[src/rtl/pipe_mem_reader_pkg.sv]
// pipe_mem_reader_pkg: shared widths and FSM state type for the result-memory
// readback engine.
//   DATA_W_DEF / ADDR_W_DEF : defaults matching the pipeline regbank and memory
//   state_t                 : readback FSM states
package pipe_mem_reader_pkg;

    localparam int DATA_W_DEF = 16;
    localparam int ADDR_W_DEF = 8;

    typedef enum logic [1:0] {
        IDLE  = 2'd0,
        READ  = 2'd1,
        DRAIN = 2'd2
    } state_t;

endpackage

[src/rtl/pipe_mem_reader_if.sv]
// pipe_mem_reader_if: memory read port plus output stream of the readback engine.
//   mem_re/mem_raddr/mem_rdata : synchronous read port, data one cycle after mem_re
//   out_valid/out_ready        : stream handshake
//   out_data/out_addr          : streamed word and the address it came from
// master = reader side, slave = memory + stream consumer side.
interface pipe_mem_reader_if #(
    parameter int DATA_W = 16,
    parameter int ADDR_W = 8
);
    logic              mem_re;
    logic [ADDR_W-1:0] mem_raddr;
    logic [DATA_W-1:0] mem_rdata;
    logic              out_valid;
    logic              out_ready;
    logic [DATA_W-1:0] out_data;
    logic [ADDR_W-1:0] out_addr;

    modport master (
        output mem_re, mem_raddr, out_valid, out_data, out_addr,
        input  mem_rdata, out_ready
    );

    modport slave (
        input  mem_re, mem_raddr, out_valid, out_data, out_addr,
        output mem_rdata, out_ready
    );
endinterface

[src/rtl/pipe_skid_fifo.sv]
// pipe_skid_fifo: 2-entry FIFO of {addr, data} between the memory read port and
// the output stream.
//   clk, rst_n             : clock, async active-low reset
//   push, push_addr/data   : write an entry
//   pop                    : retire the head entry
//   full, empty            : occupancy flags
//   head_addr, head_data   : head entry (zero after reset)
// Push and pop in the same cycle are both performed, so a full FIFO can accept a
// push when it is also popped.
module pipe_skid_fifo #(
    parameter int DATA_W = 16,
    parameter int ADDR_W = 8
) (
    input  logic              clk,
    input  logic              rst_n,
    input  logic              push,
    input  logic [ADDR_W-1:0] push_addr,
    input  logic [DATA_W-1:0] push_data,
    input  logic              pop,
    output logic              full,
    output logic              empty,
    output logic [ADDR_W-1:0] head_addr,
    output logic [DATA_W-1:0] head_data
);

    logic [1:0][ADDR_W-1:0] addr_q;
    logic [1:0][DATA_W-1:0] data_q;
    logic                   wr_ptr;
    logic                   rd_ptr;
    logic [1:0]             level;
    logic                   pop_en;
    logic                   push_en;

    assign full      = (level == 2'd2);
    assign empty     = (level == 2'd0);
    assign pop_en    = pop && !empty;
    assign push_en   = push && (!full || pop_en);
    assign head_addr = addr_q[rd_ptr];
    assign head_data = data_q[rd_ptr];

    always_ff @(posedge clk or negedge rst_n) begin
        if (!rst_n) begin
            addr_q <= '0;
            data_q <= '0;
            wr_ptr <= 1'b0;
            rd_ptr <= 1'b0;
            level  <= 2'd0;
        end else begin
            if (push_en) begin
                addr_q[wr_ptr] <= push_addr;
                data_q[wr_ptr] <= push_data;
                wr_ptr         <= ~wr_ptr;
            end
            if (pop_en) rd_ptr <= ~rd_ptr;
            case ({push_en, pop_en})
                2'b10:   level <= level + 2'd1;
                2'b01:   level <= level - 2'd1;
                default: level <= level;
            endcase
        end
    end

endmodule

[src/rtl/pipe_mem_reader.sv]
// pipe_mem_reader: reads a contiguous, wrapping address range from the result
// memory and streams each {addr, data} word out with valid/ready, keeping a
// running mod-2**DATA_W checksum of streamed words.
//   clk, rst_n        : clock, async active-low reset
//   start             : command strobe, only honoured while idle
//   base_addr, count  : first address and word count (0..2**ADDR_W)
//   busy, done        : command in progress / one-cycle completion pulse
//   checksum          : sum of words streamed by the current/last command
//   bus (master)      : memory read port and output stream
module pipe_mem_reader
    import pipe_mem_reader_pkg::*;
#(
    parameter int DATA_W = DATA_W_DEF,
    parameter int ADDR_W = ADDR_W_DEF
) (
    input  logic               clk,
    input  logic               rst_n,
    input  logic               start,
    input  logic [ADDR_W-1:0]  base_addr,
    input  logic [ADDR_W:0]    count,
    output logic               busy,
    output logic               done,
    output logic [DATA_W-1:0]  checksum,
    pipe_mem_reader_if.master  bus
);

    state_t            state, state_n;
    logic [ADDR_W-1:0] cur_addr;
    logic [ADDR_W:0]   remaining;
    logic              inflight;
    logic [ADDR_W-1:0] issue_addr;
    logic              full, empty;
    logic [1:0]        occ;
    logic [2:0]        load;
    logic              xfer;
    logic              issue;
    logic              accept;
    logic              last_xfer;

    assign occ    = full ? 2'd2 : (empty ? 2'd0 : 2'd1);
    assign load   = {1'b0, occ} + {2'b00, inflight};
    assign xfer   = bus.out_valid && bus.out_ready;
    assign accept = (state == IDLE) && start;

    // A word leaving this cycle frees a slot at the same edge, so count it
    // when deciding whether another read fits; without this the stream
    // stalls every third cycle.
    assign issue  = (state == READ) && (load < (xfer ? 3'd3 : 3'd2));

    // In DRAIN nothing more is issued: the word leaving with nothing behind
    // it (no second entry, nothing in flight) is the last one.
    assign last_xfer = xfer && !inflight && (occ == 2'd1);

    assign bus.mem_re    = issue;
    assign bus.mem_raddr = cur_addr;
    assign busy          = (state != IDLE);

    always_ff @(posedge clk or negedge rst_n) begin
        if (!rst_n) state <= IDLE;
        else        state <= state_n;
    end

    always_comb begin
        state_n = state;
        case (state)
            IDLE:    if (start && (count != '0)) state_n = READ;
            READ:    if (issue && (remaining == (ADDR_W+1)'(1))) state_n = DRAIN;
            DRAIN:   if (last_xfer) state_n = IDLE;
            default: state_n = IDLE;
        endcase
    end

    always_ff @(posedge clk or negedge rst_n) begin
        if (!rst_n) begin
            cur_addr   <= '0;
            remaining  <= '0;
            inflight   <= 1'b0;
            issue_addr <= '0;
            checksum   <= '0;
            done       <= 1'b0;
        end else begin
            inflight <= issue;
            if (issue) issue_addr <= cur_addr;

            if (accept) begin
                cur_addr  <= base_addr;
                remaining <= count;
            end else if (issue) begin
                cur_addr  <= cur_addr + 1'b1;
                remaining <= remaining - 1'b1;
            end

            if (accept)    checksum <= '0;
            else if (xfer) checksum <= checksum + bus.out_data;

            done <= (accept && (count == '0)) || ((state == DRAIN) && last_xfer);
        end
    end

    pipe_skid_fifo #(
        .DATA_W (DATA_W),
        .ADDR_W (ADDR_W)
    ) u_fifo (
        .clk       (clk),
        .rst_n     (rst_n),
        .push      (inflight),
        .push_addr (issue_addr),
        .push_data (bus.mem_rdata),
        .pop       (bus.out_ready),
        .full      (full),
        .empty     (empty),
        .head_addr (bus.out_addr),
        .head_data (bus.out_data)
    );

    assign bus.out_valid = !empty;

endmodule
[src/flat_wrapper.sv]
// flat-port wrapper written by rule: the top's interface ports become plain ports
module pipe_mem_reader_flat import pipe_mem_reader_pkg::*;
#(
    parameter int DATA_W = DATA_W_DEF,
    parameter int ADDR_W = ADDR_W_DEF
)
  (clk, rst_n, start, base_addr, count, busy, done, checksum, bus_mem_re, bus_mem_raddr, bus_out_valid, bus_out_data, bus_out_addr, bus_mem_rdata, bus_out_ready);
  pipe_mem_reader_if #(.DATA_W(DATA_W), .ADDR_W(ADDR_W)) bus_i ();
  input  logic clk;
  input  logic rst_n;
  input  logic start;
  input  logic [ADDR_W-1:0] base_addr;
  input  logic [ADDR_W:0] count;
  output logic busy;
  output logic done;
  output logic [DATA_W-1:0] checksum;
  output wire logic [$bits(bus_i.mem_re)-1:0] bus_mem_re;
  output wire logic [$bits(bus_i.mem_raddr)-1:0] bus_mem_raddr;
  output wire logic [$bits(bus_i.out_valid)-1:0] bus_out_valid;
  output wire logic [$bits(bus_i.out_data)-1:0] bus_out_data;
  output wire logic [$bits(bus_i.out_addr)-1:0] bus_out_addr;
  input wire logic [$bits(bus_i.mem_rdata)-1:0] bus_mem_rdata;
  input wire logic [$bits(bus_i.out_ready)-1:0] bus_out_ready;
  assign bus_mem_re = bus_i.mem_re;
  assign bus_mem_raddr = bus_i.mem_raddr;
  assign bus_out_valid = bus_i.out_valid;
  assign bus_out_data = bus_i.out_data;
  assign bus_out_addr = bus_i.out_addr;
  assign bus_i.mem_rdata = bus_mem_rdata;
  assign bus_i.out_ready = bus_out_ready;
  pipe_mem_reader #(.DATA_W(DATA_W), .ADDR_W(ADDR_W)) u_core (.clk(clk), .rst_n(rst_n), .start(start), .base_addr(base_addr), .count(count), .busy(busy), .done(done), .checksum(checksum), .bus(bus_i));
endmodule
[config.mk]
export PLATFORM = sky130hd
export DESIGN_NAME = pipe_mem_reader_flat
export DESIGN_NICKNAME = d
export VERILOG_FILES = /design/src/rtl/pipe_mem_reader_pkg.sv /design/src/rtl/pipe_mem_reader_if.sv /design/src/rtl/pipe_skid_fifo.sv /design/src/rtl/pipe_mem_reader.sv /design/src/flat_wrapper.sv
export SDC_FILE = /design/constraint.sdc
export NUM_CORES = 1
export LEC_CHECK = 0
export ABC_CLOCK_PERIOD_IN_PS = 2970
export BUFFER_PORTS_ARGS = -buffer_cell sky130_fd_sc_hd__buf_2
export CAP_MARGIN = 20
export CORE_AREA = 4 4 116 91
export CTS_CLUSTER_SIZE = 24
export DETAILED_ROUTE_END_ITERATION = 10
export DIE_AREA = 0 0 120 95
export GPL_TIMING_DRIVEN = 0
export PLACE_DENSITY_LB_ADDON = 0.08
export SLEW_MARGIN = 20
export SYNTH_ARGS = -nofsm -noshare
export SYNTH_HDL_FRONTEND = slang
export SYNTH_HIERARCHICAL = 1
export SYNTH_SLANG_ARGS = --single-unit
[constraint.sdc]
create_clock -name clk -period 2.97 [get_ports clk]
set_input_delay 0.594 -clock clk [delete_from_list [all_inputs] [get_ports clk]]
set_output_delay 0.594 -clock clk [all_outputs]
set_load 0.03 [all_outputs]
### Word-level counts from Yosys, hierarchy flattened

Cells that the tools add are included.

| operators by class | value |
|---|---|
| add/subtract/negate cells | 6 |
| $lt $le $gt $ge | 4 |
| eq/ne operators | 10 |
| multiplexer cells | 24 |
| bitwise gates (word level) | 2 |
| reduce and logical (&&, ||, !) cells | 25 |

Operators by type and width:

| cell | number |
|---|---|
| two-way mux 16 bit | 5 |
| two-way mux 8 bit | 5 |
| bitwise mux 32 bit | 1 |
| two-way mux 9 bit | 2 |
| adder 16 bit | 1 |
| bitwise mux 16 bit | 1 |
| demux 16 bit (select 1 bit) | 1 |
| logical AND 1 bit | 11 |
| == test 9 x 1 -> 1 bit (second input constant) | 1 |
| zero test 9 bit | 1 |
| nonzero test 9 bit | 1 |
| subtractor 9 x 1 -> 9 bit (second input constant) | 1 |
| adder 8 x 1 -> 8 bit (second input constant) | 1 |
| demux 8 bit (select 1 bit) | 1 |
| two-way mux 2 bit | 4 |
| nonzero test 2 bit | 4 |
| == test 2 x 1 -> 1 bit (second input constant) | 3 |
| == test 2 bit (second input constant) | 3 |
| case mux 2 bit (3 select lines) | 1 |
| zero test 2 bit | 2 |
| < comparator 1 x 2 -> 1 bit (second input constant) | 2 |
| != test 2 bit (second input constant) | 2 |
| case mux 2 bit (2 select lines) | 1 |
| adder 2 x 1 -> 3 bit | 1 |
| 10 further kinds | 15 |

| storage, ports and cells | value |
|---|---|
| flip-flop bits (word level) | 97 |
| output and inout port bits | 52 |
| word-level logic and storage cells | 85 |

### Depth between registers and ports, before layout

Gate-level depths: netlist of the first run.

| logic depth | value |
|---|---|
| depth in word-level cells | 9 |
| gate-level depth with buffers | 12 |
| gate-level depth less buffers | 11 |

### Modules after synthesis

The synthesis of the first run kept the hierarchy.

By module, submodules not included:

| module | times used | cells an instance | area an instance (um^2) | sequential area each (um^2) |
|---|---|---|---|---|
| pipe_mem_reader | 1 | 325 | 2866.5 | 1126.1 |
| pipe_skid_fifo | 1 | 146 | 2307.2 | 1301.2 |

### Worst setup path before layout of the first run

OpenSTA, ideal clock, no wires.

| timing | value |
|---|---|
| kind | flip-flop to flip-flop |
| start | register u_core.u_fifo.rd_ptr |
| end | register u_core.checksum[10] |
| library setup time | 86 ps |
| arrival time | 2736 ps |
| required time | 2884 ps |
| path slack | 148 ps |
| stages on the path, launching flop included | 11 |
| path buffers | 2 |
| clock period less this slack | 2822 ps |
| cell sequence | dfrtp_1 > clkbuf_1 > buf_2 > mux2_2 > fa_1 > a211oi_2 > o21ai_1 > a31oi_2 > o21ai_1 > and3_1 > nor3_1 |

| between the ends | value |
|---|---|
| word-level cells in the longest chain between the ends | 5 |

RTL lines:

| item | line | RTL |
|---|---|---|
| start, declared | pipe_skid_fifo.sv:29 | `logic rd_ptr;` |
| start signal, assigned | pipe_skid_fifo.sv:54 | `if (pop_en) rd_ptr <= ~rd_ptr;` |
| two-way mux 16 bit (implied by the code) (2 in a row) | pipe_skid_fifo.sv:39 | `assign head_data = data_q[rd_ptr];` |
| named net bus_out_data[1] | flat_wrapper.sv:20 | `output wire logic [$bits(bus_i.out_data)-1:0] bus_out_data;` |
| adder 16 bit | pipe_mem_reader.sv:94 | `else if (xfer) checksum <= checksum + bus.out_data;` |
| two-way mux 16 bit | pipe_mem_reader.sv:94 |  |
| two-way mux 16 bit | pipe_mem_reader.sv:93 | `if (accept) checksum <= '0;` |
| end signal, assigned | pipe_mem_reader.sv:94 |  |
| end, declared | pipe_mem_reader.sv:23 | `output logic [DATA_W-1:0] checksum,` |

The timed path passes the listed nets, and every way through them passes these cells. The select of a mux whose other input is x is not followed.
A chain may end at the register's enable or synchronous reset.

### Worst setup path in the final report of the first run

| timing | value |
|---|---|
| start | register u_core.u_fifo.level[0] |
| end | output port bus_mem_re |

RTL lines:

| item | line | RTL |
|---|---|---|
| start, declared | pipe_skid_fifo.sv:30 | `logic [1:0] level;` |
| start signal, assigned | pipe_skid_fifo.sv:56 | `2'b10: level <= level + 2'd1;` |
| start signal, assigned | pipe_skid_fifo.sv:57 | `2'b01: level <= level - 2'd1;` |
| start signal, assigned | pipe_skid_fifo.sv:58 | `default: level <= level;` |
| == test 2 bit | pipe_skid_fifo.sv:34 | `assign full = (level == 2'd2);` |
| named net u_core.full | pipe_mem_reader.sv:32 | `logic full, empty;` |
| two-way mux 2 bit | pipe_mem_reader.sv:40 | `assign occ = full ? 2'd2 : (empty ? 2'd0 : 2'd1);` |
| adder 2 x 1 -> 3 bit | pipe_mem_reader.sv:41 | `assign load = {1'b0, occ} + {2'b00, inflight};` |
| < comparator 3 bit | pipe_mem_reader.sv:48 | `assign issue = (state == READ) && (load < (xfer ? 3'd3 : 3'd2));` |
| logical AND 1 bit | pipe_mem_reader.sv:48 |  |
| end, declared | flat_wrapper.sv:17 | `output wire logic [$bits(bus_i.mem_re)-1:0] bus_mem_re;` |

The timed path passes the listed nets, and every way through them passes these cells.

==> metrics.md, run 1 <==
| Metric | Value |
|---|---|
| Gr ovfl total | 0 |
| Via-to-Cell Ratio | 5.58 |
| Clk Latency, worst-skew pair | 0.34 ns |
| Clock skew | 0.00593 ns |
| RSZ-0062 raised after global routing | false |
| Worst path bufs/invs | 4 |
| Yosys top cell area share | 0.469 |
| Count of buffers from port buffering | 88 |
| Pre-CTS setup slack | -0.305 ns |
| Crit-path cells | and2b_2 > nor2_1 > ha_1 > ha_1 > inv_1 > o211ai_2 > inv_1 > buf_8 > buf_4 |
| Post-Syn Instances | 471 |
| Syn Nets | 530 |
| Max cap viols | 0 |
| Clock-pin slew on the worst setup and hold paths | 0.07 ns |
| Placed Cells | 692 |
| Fin crit share | 0.950 |
| Crit path largest cell delay | 0.45 ns |
| Dpl hpwl | 8830 µm |
| Initial core utilization | 0.549 |
| Busiest layer in global routing | met2 |
| DRC Markers | 0 |
| GRT Util Overall | 0.217 |
| CTS max path bufs | 2 |
| Worst Setup End Kind | primary output |
| Post-synth EDFFs | 0 |
| Ant diodes | 0 |
| GR Util met3 | 0.0461 |
| Slew @ Worst Pin | 0.601 ns |
| Layout cells sized above 1 | 0.355 |
| CTS tree | yes |
| # hold bufs at CTS | 0 |
| FILL cells | 765 |
| Row cnt | 31 |
| CTS Buf Count | 9 |
| Starting DRT DRC Count | 174 |
| Routability cong. | 0.934 |
| Ys Warns | 6 |
| CP required | 2.38 ns |
| Clock tree sinks | 97 |
| Netlist cell types | 56 |
| Synth area leaders | dfrtp_1 (47%), mux2_2 (14%), ha_1 (5.1%) |
| Final net count | 634 |
| Core Footprint | 0.00943 mm² |
| Final WL | 12000 µm |
| Final setup vio count | 0 |
| Fmax | 355 MHz |
| Critical path class | flip-flop to primary output |
| Synth Flop Type | dfrtp_1 |
| DR vias | 3971 |
| Hold Path Class | primary input to async pin |
| Worst setup SP type | flip-flop |
| DIE AREA | 0.0114 mm² |
| Max-slew violation count | 0 |
| Chip Height | 95 µm |
| Routing usage on met2 | 0.362 |
| Number of global-route vias before repair | 4017 |
| Post-synth top area cell | dfrtp_1 |
| Layout area overhead | 20.0% |
| Outcome | completed |
| CP max FO | 20 |
| Clk Tree Root Cell | clkbuf_16 |
| Worst path slowest cell | dfrtp_2 |
| Sequential share of the synthesized area | 0.469 |
| Global-route wire length before repair | 19700 µm |
| Cell area after synthesis | 0.00517 mm² |
| DR pass1 iterations | 4 |
| Setup TNS | 0 ns |
| Die X | 120 µm |
| H-Tree Level Count | 3 |
| Synthesized area per cell | 11.0 µm² |
| Async set-reset flop share out of synthesis | 1.00 |
| Worst setup margin | 0.149 ns |
| Cell family contributing the most delay on the critical path | buffers and inverters |
| Seq cells post-synth | 97 |
| Slew HR | 0.599 |
| Fin util | 0.659 |
| Arrival @ worst endpoint | 2.23 ns |
| Final ANT Viol Nets | 0 |
| GR Layer Usage met1 | 0.290 |
| Initial antenna violation count | 0 |
| Fin cells | 712 |
| Pin count of the biggest net entering global routing | 75 |
| Min Tclk post-route | 2.82 ns |
| Hold Violations, Final | 0 |
| Num ports | 89 |
| WL/cell | 16.8 µm |
[routing by layer]
metal / wire length (µm) / vias to the layer above
met5: 0 / -
met4: 144 / 0
met3: 556 / 11
met2: 5760 / 123
met1: 5490 / 1926
li1: - / 1911
[synthesized netlist by cell type, types with 2 or more instances]
library cell   n
clkbuf_1       9
o21ai_1        3
nor3b_1        2
and2b_1        2
o22ai_1        2
a311oi_1       2
a221o_1        2
buf_6          5
nor3b_4        2
dfrtp_1       97
nor3_1         8
ha_1          21
xnor2_1       11
o211ai_1       4
a211oi_1       5
o2111ai_1      2
and3_1         5
nor2_1        23
o21ai_0       23
a31oi_1        5
mux2i_1        2
nor4b_1        2
and2_1         2
a21oi_1       21
inv_1         10
mux2_1         7
a211o_1        3
buf_2          6
or3_1          3
o21bai_1       4
or2_2          2
o311ai_0       2
a21o_1         9
nor2_4         2
mux2_2        65
xor2_1         7
nand4_1        2
nand3_1       17
nand2_1       54
nor2b_1        2
[per-stage QoR]
stage	area (µm²)	hold slack [ns]
after global placement	5780	0.464
final	6210	0.101
after global routing	6210	0.101
after floorplan	5170	0.298
after CTS	6150	0.0969
after detailed placement	5810	0.459
[worst paths after layout]
path / cells past startpoint / end / from / slack, ns
max in group asynchronous: 2 / u_core/u_fifo/level[0] / rst_n / 2.22
hold reg to reg: 1 / u_core/u_fifo/addr_q[1] / u_core/u_fifo/addr_q[1] / 0.49
min in group clk: 3 / u_core/bus.mem_raddr[0] / base_addr[0] / 0.48
setup reg to reg: 9 / u_core/checksum[10] / u_core/u_fifo/rd_ptr / 0.18
setup / recovery: 9 / bus_mem_re / u_core/u_fifo/level[0] / 0.15
hold / removal: 1 / u_core/u_fifo/data_q[24] / rst_n / 0.10
[cells by family (layout without fill, tap and decap cells)]
kind of cell | after synthesis | count (layout) | share of synthesized area
compound gates | 95 | 95 | 0.122
xor+xnor | 18 | 18 | 0.0305
fa+ha+maj | 22 | 22 | 0.0547
buf+inv | 30 | 139 | 0.0305
flops | 97 | 97 | 0.469
mux | 74 | 74 | 0.161
simple gates | 135 | 135 | 0.133
[final cells by class]
cell class,instances,area [µm²],area share
plain buffers,18,130,0.0210
clock buffers,9,225,0.0363
clock inverters,7,101,0.0163
inverters,10,37.5,0.00604
multi-input cells,344,2600,0.419
flip-flops and latches,97,2430,0.391
well taps,132,165,0.0266
repair buffers,95,522,0.0840
[repair_timing]
item                                    in CTS  in global routing
pin swaps                                    0                  3
gates resized for setup                      6                  7
setup buffers                                0                  6
endpoints found under the setup margin       7                  5
[state kept, by name, summed over array words and instances (netlist names)]
name / flops
u_core/remaining: 9
u_core/bus.mem_raddr: 8
u_core/u_fifo/wr_ptr: 1
u_core/state: 2
u_core/inflight: 1
u_core/issue_addr: 8
u_core/checksum: 16
u_core/u_fifo/data_q: 32
u_core/u_fifo/addr_q: 16
u_core/u_fifo/rd_ptr: 1
u_core/done: 1
u_core/u_fifo/level: 2
[layout by cell type, fill, tap and decap left out, types with 3 or more instances in the layout]
| cell | instances |
|---|---|
| clkbuf_1 | 8 |
| a211o_1 | 3 |
| a211oi_1 | 5 |
| nor3_1 | 8 |
| o21ai_0 | 23 |
| o21ai_1 | 3 |
| mux2_2 | 65 |
| o211ai_1 | 4 |
| a31oi_1 | 5 |
| mux2_1 | 7 |
| and3_1 | 5 |
| a21oi_1 | 21 |
| or3_1 | 3 |
| nor2_1 | 22 |
| xor2_1 | 7 |
| buf_6 | 7 |
| nand2_1 | 54 |
| a21o_1 | 9 |
| o21bai_1 | 4 |
| nand3_1 | 17 |
| dfrtp_1 | 95 |
| nor2_4 | 3 |
| inv_6 | 3 |
| inv_1 | 10 |
| buf_2 | 88 |
| clkbuf_16 | 9 |
| buf_4 | 7 |
| ha_1 | 21 |
| xnor2_1 | 11 |
Power of run 1 is left out: the tool's default activity adds up to more than one toggle a clock period on the data nets, which glitch-free logic cannot reach.
==> run 2: changes to the inputs <==
--- a/config.mk
+++ b/config.mk
@@ -5,7 +5,7 @@
 export SDC_FILE = /design/constraint.sdc
 export NUM_CORES = 1
 export LEC_CHECK = 0
-export ABC_CLOCK_PERIOD_IN_PS = 2970
+export ABC_CLOCK_PERIOD_IN_PS = 2800
 export BUFFER_PORTS_ARGS = -buffer_cell sky130_fd_sc_hd__buf_2
 export CAP_MARGIN = 20
 export CORE_AREA = 4 4 116 91
==> constraint.sdc (replaced) <==
create_clock -name clk -period 2.8 [get_ports clk]
set_input_delay 0.56 -clock clk [delete_from_list [all_inputs] [get_ports clk]]
set_output_delay 0.56 -clock clk [all_outputs]
set_load 0.03 [all_outputs]
==> run 2 against run 1 <==
Compared with the run above:
- register-to-register slack worse by 0.05 ns
- design area is 2.8% higher
- sequential cell count stayed put
==> metrics.md, run 2 (synthesis results as in run 1) <==
| Metric | Value |
|---|---|
| Clock-pin slew on the worst setup and hold paths | 0.07 ns (about the same) |
| CTS tree | yes |
| RSZ-0062 raised after global routing | true |
| Row cnt | 31 (unchanged) |
| Layout area overhead | 23.4% |
| Largest register FFs | 32 (unchanged) |
| CP required | 2.24 ns (-0.14 ns) |
| DRC Markers | 0 (unchanged) |
| Top Registers | u_core/u_fifo/data_q: 32 flops, u_core/checksum: 16 flops, u_core/u_fifo/addr_q: 16 flops |
| Layout cells sized above 1 | 0.384 (+0.0287) |
| Dpl hpwl | 9010 µm (+2.1%) |
| Fmax | 364 MHz |
| # hold bufs at CTS | 0 (unchanged) |
| Core Footprint | 0.00943 mm² (unchanged) |
| GRT Util Overall | 0.231 (+0.0134) |
| CTS max path bufs | 2 (unchanged) |
| Gr ovfl total | 0 (unchanged) |
| Final net count | 648 (+2.2%) |
| Min Tclk post-route | 2.74 ns |
| Die X | 120 µm (unchanged) |
| Final WL | 12500 µm (+5.0%) |
| Starting DRT DRC Count | 224 (+29%) |
| Pin count of the biggest net entering global routing | 79 (+5.3%) |
| DIE AREA | 0.0114 mm² (unchanged) |
| Global-route wire length before repair | 20800 µm (+5.8%) |
| Hold Path Class | primary input to async pin |
| Clock tree sinks | 97 (unchanged) |
| Number of global-route vias before repair | 4160 (+3.6%) |
| Setup TNS | 0 ns (unchanged) |
| Final setup vio count | 0 (unchanged) |
| Reg2reg start | u_core/u_fifo/rd_ptr |
| Via-to-Cell Ratio | 5.66 (+1.4%) |
| Clk Tree Root Cell | clkbuf_16 |
| Count of buffers from port buffering | 88 (unchanged) |
| Outcome | completed |
| WL/cell | 17.3 µm (+3.0%) |
| Slew @ Worst Pin | 0.566 ns (-0.0350 ns) |
| Slew HR | 0.623 (+0.0233) |
| FILL cells | 731 (-4.4%) |
| DR pass1 iterations | 5 (+1) |
| Most common cell after layout, fill and taps aside | dfrtp_1 |
| Arrival @ worst endpoint | 2.18 ns (-0.05 ns) |
| Worst setup SP type | flip-flop |
| Worst Setup End Kind | primary output |
| Max cap viols | 0 (unchanged) |
| Clock skew | 0.0103 ns (+0.00439 ns) |
| Critical path class | flip-flop to primary output |
| Crit path from | u_core/u_fifo/level[0] |
| Num ports | 89 (unchanged) |
| CP max FO | 7 (-65%) |
| Final ANT Viol Nets | 0 (unchanged) |
| Max-slew violation count | 0 (unchanged) |
| Ant diodes | 0 (unchanged) |
| Clk Latency, worst-skew pair | 0.34 ns (about the same) |
| Routability cong. | 0.908 (-2.8%) |
| CTS Buf Count | 9 (unchanged) |
| Hold Violations, Final | 0 (unchanged) |
| Initial antenna violation count | 0 (unchanged) |
| Top reg by flops | u_core/u_fifo/data_q |
| Fin crit share | 0.980 |
| DR vias | 4107 (+3.4%) |
| H-Tree Level Count | 3 (unchanged) |
| Initial core utilization | 0.549 (unchanged) |
| Chip Height | 95 µm (unchanged) |
| Most frequent cells in the layout | dfrtp_1 (94), buf_2 (88), mux2_2 (65) |
==> run 2: area by class of cell <==
type	instances	area [µm²]	area share
Clock inverter	5	80.1	0.0125
Buffer	19	145	0.0227
Tap cell	132	165	0.0259
Multi-Input combinational cell	344	2670	0.418
Timing Repair Buffer	108	623	0.0976
Sequential cell	97	2430	0.381
Inverter	10	37.5	0.00588
Clock buffer	11	233	0.0365
==> run 2: per-stage QoR <==
step | instance area [µm²] | hold WS [ns] | utilization | worst slack [ns] | std cells
after floorplan | 5180 | 0.264 | - | 0.0271 | 471
final | 6380 | 0.0651 | 0.677 | 0.0554 | 726
after global placement | 5780 | 0.462 | 0.613 | -0.298 | 691
after global routing | 6380 | 0.0602 | 0.677 | -0.0159 | 726
after detailed placement | 5820 | 0.415 | 0.617 | -0.368 | 692
after CTS | 6260 | 0.0599 | 0.664 | -0.0119 | 719
==> run 2: worst paths after layout <==
| path | cells after the start | end | slack [ns] |
|---|---|---|---|
| min in group clk | 3 | u_core/bus.mem_raddr[0] | 0.43 |
| worst min-delay path | 1 | u_core/u_fifo/addr_q[8] | 0.07 |
| worst max-delay path | 10 | bus_mem_re | 0.06 |
| worst max register to register | 9 | u_core/checksum[10] | 0.13 |
| max in group asynchronous | 2 | u_core/u_fifo/level[1] | 2.10 |
| worst min register to register | 1 | u_core/u_fifo/data_q[18] | 0.49 |
==> run 2: repair_timing <==
item / 4_1_cts / 5_1_grt
resized for setup: 13 / 20
endpoints found under the setup margin: 11 / 13
pin swaps: 3 / 11
buffers inserted: 12 / 9
==> run 2: critical path, stage by stage (launching register included) <==
cell and delay [ns]:
dfrtp_2 0.44, and2b_2 0.26, nor2_4 0.05, ha_4 0.16, ha_4 0.25, inv_2 0.03
o211ai_2 0.21, inv_2 0.07, buf_6 0.12, buf_8 0.12, buf_6 0.13
==> run 2: layer usage <==
| layer | up-vias | routed length (µm) | track usage |
|---|---|---|---|
| li1 | 1937 | - | - |
| met1 | 2024 | 5470 | 0.298 |
| met2 | 138 | 6260 | 0.396 |
| met3 | 8 | 736 | 0.0551 |
| met4 | 0 | 85 | 0.0562 |
| met5 | - | 0 | 0 |
Power of run 2 is left out for the same reason.
